File: src/rtl/reg_snapshot_tx_pkg.sv
// Shared types and defaults for the register snapshot serial transmitter.
package reg_snapshot_tx_pkg;

  localparam int unsigned DefaultWidth      = 16;
  localparam int unsigned DefaultClksPerBit = 4;

  // Frame sequencing states; encoding is fixed so probes can decode it.
  typedef enum logic [1:0] {
    StIdle  = 2'd0,
    StStart = 2'd1,
    StData  = 2'd2,
    StStop  = 2'd3
  } state_e;

  // Counter width helper: a counter always needs at least one bit.
  function automatic int unsigned clog2_min1(input int unsigned v);
    return (v <= 1) ? 1 : $clog2(v);
  endfunction

endpackage

File: src/rtl/reg_snapshot_tx_bit_timer.sv
// Bit-period timer: tick marks the last cycle of each serial bit period.
// The count is held at zero while en is low, so every frame starts aligned.
module reg_snapshot_tx_bit_timer
  import reg_snapshot_tx_pkg::*;
#(
  parameter int unsigned CLKS_PER_BIT = DefaultClksPerBit
) (
  input  logic clk,
  input  logic rst_n,
  input  logic en,
  output logic tick
);

  localparam int unsigned CntW = clog2_min1(CLKS_PER_BIT);
  localparam logic [CntW-1:0] CntLast = CntW'(CLKS_PER_BIT - 1);

  logic [CntW-1:0] cnt_q;

  // Count cycles within a bit period; wrap at the last cycle, restart when disabled.
  always_ff @(posedge clk or negedge rst_n) begin
    if (!rst_n) begin
      cnt_q <= '0;
    end else if (!en || (cnt_q == CntLast)) begin
      cnt_q <= '0;
    end else begin
      cnt_q <= cnt_q + 1'b1;
    end
  end

  assign tick = en && (cnt_q == CntLast);

endmodule

File: src/rtl/reg_snapshot_tx.sv
// Snapshots a register value on a read request and shifts it out LSB-first as a
// start(0) / data / stop(1) frame on a single idle-high line.
module reg_snapshot_tx
  import reg_snapshot_tx_pkg::*;
#(
  parameter int unsigned WIDTH        = DefaultWidth,
  parameter int unsigned CLKS_PER_BIT = DefaultClksPerBit
) (
  input  logic             clk,
  input  logic             rst_n,
  input  logic [WIDTH-1:0] data_in,
  input  logic             rd_req,
  output logic             rd_ack,
  output logic             tx_out,
  output logic             busy,
  output logic             done
);

  localparam int unsigned IdxW = clog2_min1(WIDTH + 1);
  localparam logic [IdxW-1:0] IdxLast = IdxW'(WIDTH - 1);

  state_e           state_q, state_d;
  logic [WIDTH-1:0] shreg_q, shreg_d;
  logic [IdxW-1:0]  idx_q, idx_d;
  logic             tx_q, tx_d;
  logic             busy_q, busy_d;
  logic             ack_q, ack_d;
  logic             done_q, done_d;
  logic             tick;

  reg_snapshot_tx_bit_timer #(
    .CLKS_PER_BIT (CLKS_PER_BIT)
  ) u_bit_timer (
    .clk   (clk),
    .rst_n (rst_n),
    .en    (state_q != StIdle),
    .tick  (tick)
  );

  // State and output registers; reset aborts any frame in flight.
  always_ff @(posedge clk or negedge rst_n) begin
    if (!rst_n) begin
      state_q <= StIdle;
      shreg_q <= '0;
      idx_q   <= '0;
      tx_q    <= 1'b1;
      busy_q  <= 1'b0;
      ack_q   <= 1'b0;
      done_q  <= 1'b0;
    end else begin
      state_q <= state_d;
      shreg_q <= shreg_d;
      idx_q   <= idx_d;
      tx_q    <= tx_d;
      busy_q  <= busy_d;
      ack_q   <= ack_d;
      done_q  <= done_d;
    end
  end

  // Frame sequencing: the next line level is computed one edge ahead so tx_out is registered.
  always_comb begin
    state_d = state_q;
    shreg_d = shreg_q;
    idx_d   = idx_q;
    tx_d    = tx_q;
    busy_d  = busy_q;
    ack_d   = 1'b0;
    done_d  = 1'b0;
    unique case (state_q)
      StIdle: begin
        tx_d = 1'b1;
        if (rd_req) begin
          shreg_d = data_in;
          ack_d   = 1'b1;
          busy_d  = 1'b1;
          tx_d    = 1'b0;
          state_d = StStart;
        end
      end
      StStart: begin
        if (tick) begin
          // Present bit 0 and pre-shift so shreg[0] is always the next bit to send.
          tx_d    = shreg_q[0];
          shreg_d = shreg_q >> 1;
          idx_d   = '0;
          state_d = StData;
        end
      end
      StData: begin
        if (tick) begin
          if (idx_q == IdxLast) begin
            tx_d    = 1'b1;
            idx_d   = '0;
            state_d = StStop;
          end else begin
            tx_d    = shreg_q[0];
            shreg_d = shreg_q >> 1;
            idx_d   = idx_q + 1'b1;
          end
        end
      end
      StStop: begin
        if (tick) begin
          tx_d    = 1'b1;
          busy_d  = 1'b0;
          done_d  = 1'b1;
          state_d = StIdle;
        end
      end
      default: state_d = StIdle;
    endcase
  end

  assign rd_ack = ack_q;
  assign tx_out = tx_q;
  assign busy   = busy_q;
  assign done   = done_q;

endmodule
File: config.mk
export PLATFORM = sky130hd
export DESIGN_NAME = reg_snapshot_tx
export DESIGN_NICKNAME = d
export VERILOG_FILES = /design/src/rtl/reg_snapshot_tx_pkg.sv /design/src/rtl/reg_snapshot_tx_bit_timer.sv /design/src/rtl/reg_snapshot_tx.sv
export SDC_FILE = /design/constraint.sdc
export NUM_CORES = 1
export LEC_CHECK = 0
export ABC_AREA = 1
export CAP_MARGIN = 30
export CORE_MARGIN = 2
export CORE_UTILIZATION = 45
export DETAILED_ROUTE_END_ITERATION = 6
export PLACE_DENSITY = 0.7
export SETUP_SLACK_MARGIN = 0.1
export SLEW_MARGIN = 20
export SYNTH_ARGS = -nofsm -noshare
export SYNTH_HDL_FRONTEND = slang
export SYNTH_SLANG_ARGS = --single-unit
File: constraint.sdc
create_clock -name clk -period 1.5 [get_ports clk]
set_input_delay 0.3 -clock clk [delete_from_list [all_inputs] [get_ports clk]]
set_output_delay 0.3 -clock clk [all_outputs]
set_load 0.01 [all_outputs]
==> impl_summary.log <==
[metrics] Setup Crit Path Kind: reg -> reg
[metrics] DIE HEIGHT: 63.7 um
[metrics] maximum vdd drop: 1100 uV
[metrics] Gate power share: 0.635
[metrics] failing checks: negative setup slack
[metrics] worst path setup slack after routing: -0.00157 ns
[metrics] number of antenna violations at the first check in global routing: 0
[metrics] power density over the cells: 2270 nW/um2
[metrics] total of flip-flops plus latches after synthesis: 29
[metrics] iteration count of the initial detailed-routing pass: 4
[metrics] number of max-capacitance violations reported: 0
[metrics] cell type with the highest occurrence count on the critical path: nand2_1
[metrics] Total Die Area: 4060 um2
[metrics] fin. max-slew vios: 0
[metrics] Synth cell types: 23
[metrics] most frequent cells after synthesis: 104 x nand2_1, 28 x dfrtp_1, 18 x nand4_1
[metrics] buffer levels on the longest clock path: 2
[metrics] total net switching power: 2.30 mW
[metrics] proportion of synthesized flip-flops having asynchronous set or reset: 1.00
[metrics] total nets after synthesis: 240
[metrics] cell area after synthesis: 1610 um2
[metrics] synth top area cells: dfrtp_1 44%, nand2_1 24%, nand4_1 7.0%, ha_1 4.7%, inv_1 4.0%
[metrics] fraction of power spent switching nets: 0.448
[metrics] Max Freq: 666 MHz
[metrics] global-route wire length before repair: 6.29 mm
[metrics] die width: 63.7 um
[metrics] number of buffers created by CTS: 5
[metrics] clock sink count: 29
[metrics] CTS Root Cell: clkbuf_4
[metrics] worst hold-check slack: 0.326 ns
[metrics] post-synthesis cell type with the largest combined area: dfrtp_1
[metrics] classification of the worst-slack hold path: in -> async
[metrics] internal reg-to-reg setup slack: -0.002 ns
[metrics] cell-by-cell listing of the critical path: inv_2 -> ha_4 -> clkinv_4 -> nand2_4 -> a21oi_4 -> buf_4 -> nand3_4 -> nand2_1 -> nand2_1
[metrics] sum of overflow across all layers after global routing: 0
[metrics] clock share of power: 0.109
[metrics] worst setup skew after layout: 0.00915 ns
[metrics] portion of total power attributed to sequential cells: 0.255
[metrics] Gate Count Post-Synth: 215
[metrics] gpl congestion: 0.816
[metrics] DP Worst Slack: -0.0192 ns
[metrics] share of the core filled with cells: 0.666
[metrics] number of flops mapped to enable cells by yosys: 0
[metrics] internal power summed over all cells: 2.83 mW
[metrics] startpoint type of the worst setup path: register
[metrics] number of H-tree branching levels: 2
[metrics] FF-to-FF Start: state_q[1]
[metrics] final wirelength: 3.74 mm
[metrics] # diodes: 0
[metrics] run status: finished, violations left
[metrics] Final Cycle Share: 1.00
[metrics] post-placement cell count: 284
[metrics] instance area after placement: 1950 um2
[metrics] half-perimeter wire length of the detailed placement result: 2.31 mm
[metrics] critical path launch point: state_q[1]
[metrics] total of fill cells in the finished design: 266
[metrics] detailed-route vias per instance: 4.98
[metrics] total of warnings raised by yosys: 0
[metrics] worst r2r dst: shreg_q[12]
[metrics] number of setup violations in the final report: 1
[metrics] overall routing resource usage: 0.200
[metrics] most instantiated library cell after synthesis: nand2_1
[metrics] initial drt markers: 82
[metrics] TritonCTS clock tree: done
[metrics] final standard cell count with taps included and fillers excluded: 305
[metrics] maximum fanout encountered on the critical timing path: 8
[metrics] finished layout cell area: 2260 um2
[metrics] placeable core region: 3390 um2
[metrics] Std-Cell Rows: 21
[metrics] I/O pin count: 23
[metrics] Worst slew margin: 0.836
[metrics] total DRC errors in the routed layout: 0
[metrics] Setup crit end: shreg_q[12]
[metrics] WP data required: 1.73 ns
[metrics] remaining antenna violation count: 0
[metrics] P_leak: 1.18 nW
[metrics] unrepaired setup endpoints after global routing: true
[metrics] share of Yosys cell area claimed by the top area cell type: 0.436
[metrics] sort of element at the end of the critical path: register
[metrics] setup TNS after final layout: -0.00157 ns
[metrics] average footprint of a synthesized cell: 7.47 um2
[metrics] CTS clock-pin slew for the worst setup and hold paths: 0.10 ns
[metrics] detailed-route via count: 1519
[metrics] fraction of the yosys area taken by sequential cells: 0.453
[metrics] Total Nets Final: 283
[metrics] drt wl/cell: 12.3 um
[metrics] crit-path max cell delay: 0.43 ns
[metrics] number of endpoints with negative hold slack in the final report: 0
[metrics] largest net degree at the start of global routing: 30
[metrics] via count of the first global-routing pass: 1442
[metrics] Tightest Pin Transition: 0.245 ns
[metrics] layout cells sized above 1: 0.247
[metrics] Critical Path Slowest Stage Cell: dfrtp_2
[metrics] hold-fix buffers at CTS: 0
[metrics] Period minus WS final: 1.50 ns
[metrics] Port Buf Inserts: 22
[metrics] clock insertion delay at the later pin of the skew report: 0.33 ns
[metrics] arrival time of data at the critical path endpoint: 1.73 ns
[metrics] Primary FF master, synth: dfrtp_1
[metrics] Total Power: 5.12 mW
[metrics] initial standard-cell utilization of the core: 0.474
[metrics] worst reg2reg path depth: 9
[metrics] synth-to-layout area growth: 40.5%
==> how the worst min path moves through the flow <==
| stage | from | end | slack, ns | cells after the start |
|---|---|---|---|---|
| 2_1_floorplan | rst_n | busy | 0.004 | 0 |
| 3_3_place_gp | u_bit_timer.cnt_q[0] | u_bit_timer.cnt_q[0] | 0.43 | 1 |
| 3_5_place_dp | u_bit_timer.cnt_q[0] | u_bit_timer.cnt_q[0] | 0.45 | 1 |
| 4_1_cts | rst_n | busy | 0.33 | 2 |
| 5_1_grt | rst_n | busy | 0.32 | 2 |
| 6_report | rst_n | rd_ack | 0.33 | 2 |
==> what timing repair did <==
action                     CTS  global route
setup buffers                8             3
setup endpoints to repair   25            26
pin swaps                    8             3
hold endpoints to repair     0             0
cloned                       2             0
resized for setup           24            19
==> power by group through the flow <==
stage / logic (mW) / registers (mW) / clock network [mW]
final: 3.26 / 1.31 / 0.561
after global routing: 3.62 / 1.34 / 0.615
after CTS: 3.13 / 1.30 / 0.568
after detailed placement: 2.60 / 1.31 / 0
after global placement: 2.54 / 1.31 / 0
after floorplan: 1.93 / 1.29 / 0
==> cells by family after synthesis <==
group | share of synthesized area
fa+ha+maj | 0.0468
simple gates | 0.399
flops | 0.453
buf+inv | 0.0725
compound gates | 0.0288
==> metal layers <==
metal | part of all wire | vias to the layer above | GRT usage | wire (um)
li1 | - | 774 | - | -
met1 | 0.44 | 703 | 0.235 | 1630
met2 | 0.51 | 40 | 0.338 | 1900
met3 | 0.048 | 2 | 0.0375 | 178
met4 | 0.0094 | 0 | 0.120 | 35
met5 | 0 | - | 0 | 0
==> flip-flops by register name (all words and copies together), names as in the netlist <==
signal	flops
u_bit_timer.cnt_q	2
busy	1
shreg_q	16
rd_ack	1
tx_out	1
idx_q	5
state_q	2
done	1
==> layout make-up <==
class	instances	area [um2]	area share
Tap cell	46	57.6	0.0255
Clock buffer	7	65.1	0.0288
Multi-Input combinational cell	160	885	0.392
Timing Repair Buffer	43	428	0.190
Inverter	19	86.3	0.0383
Clock inverter	1	5.00	0.00222
Sequential cell	29	729	0.323
==> placed cells by master (no fill, tap or decap), drive strengths merged <==
cell / count
o21ai: 4
nor3: 1
a21oi: 3
ha: 6
nand4: 18
inv: 17
buf: 22
clkinv: 3
clkbuf: 7
dlygate4sd2: 3
nor2: 12
clkdlybuf4s50: 18
dfrtp: 28
nand3: 9
nor3b: 1
dfstp: 1
nand2: 106
==> critical path, delay by kind of cell (launching register included) <==
kind	cells	cell delay, ns
and+or+nand+nor	4	0.31
AOI/OAI and AO/OA	1	0.20
buffers and inverters	3	0.28
adders and majority gates	1	0.17
DFF	1	0.43
No activity file was read; power rests on OpenSTA's default activity.
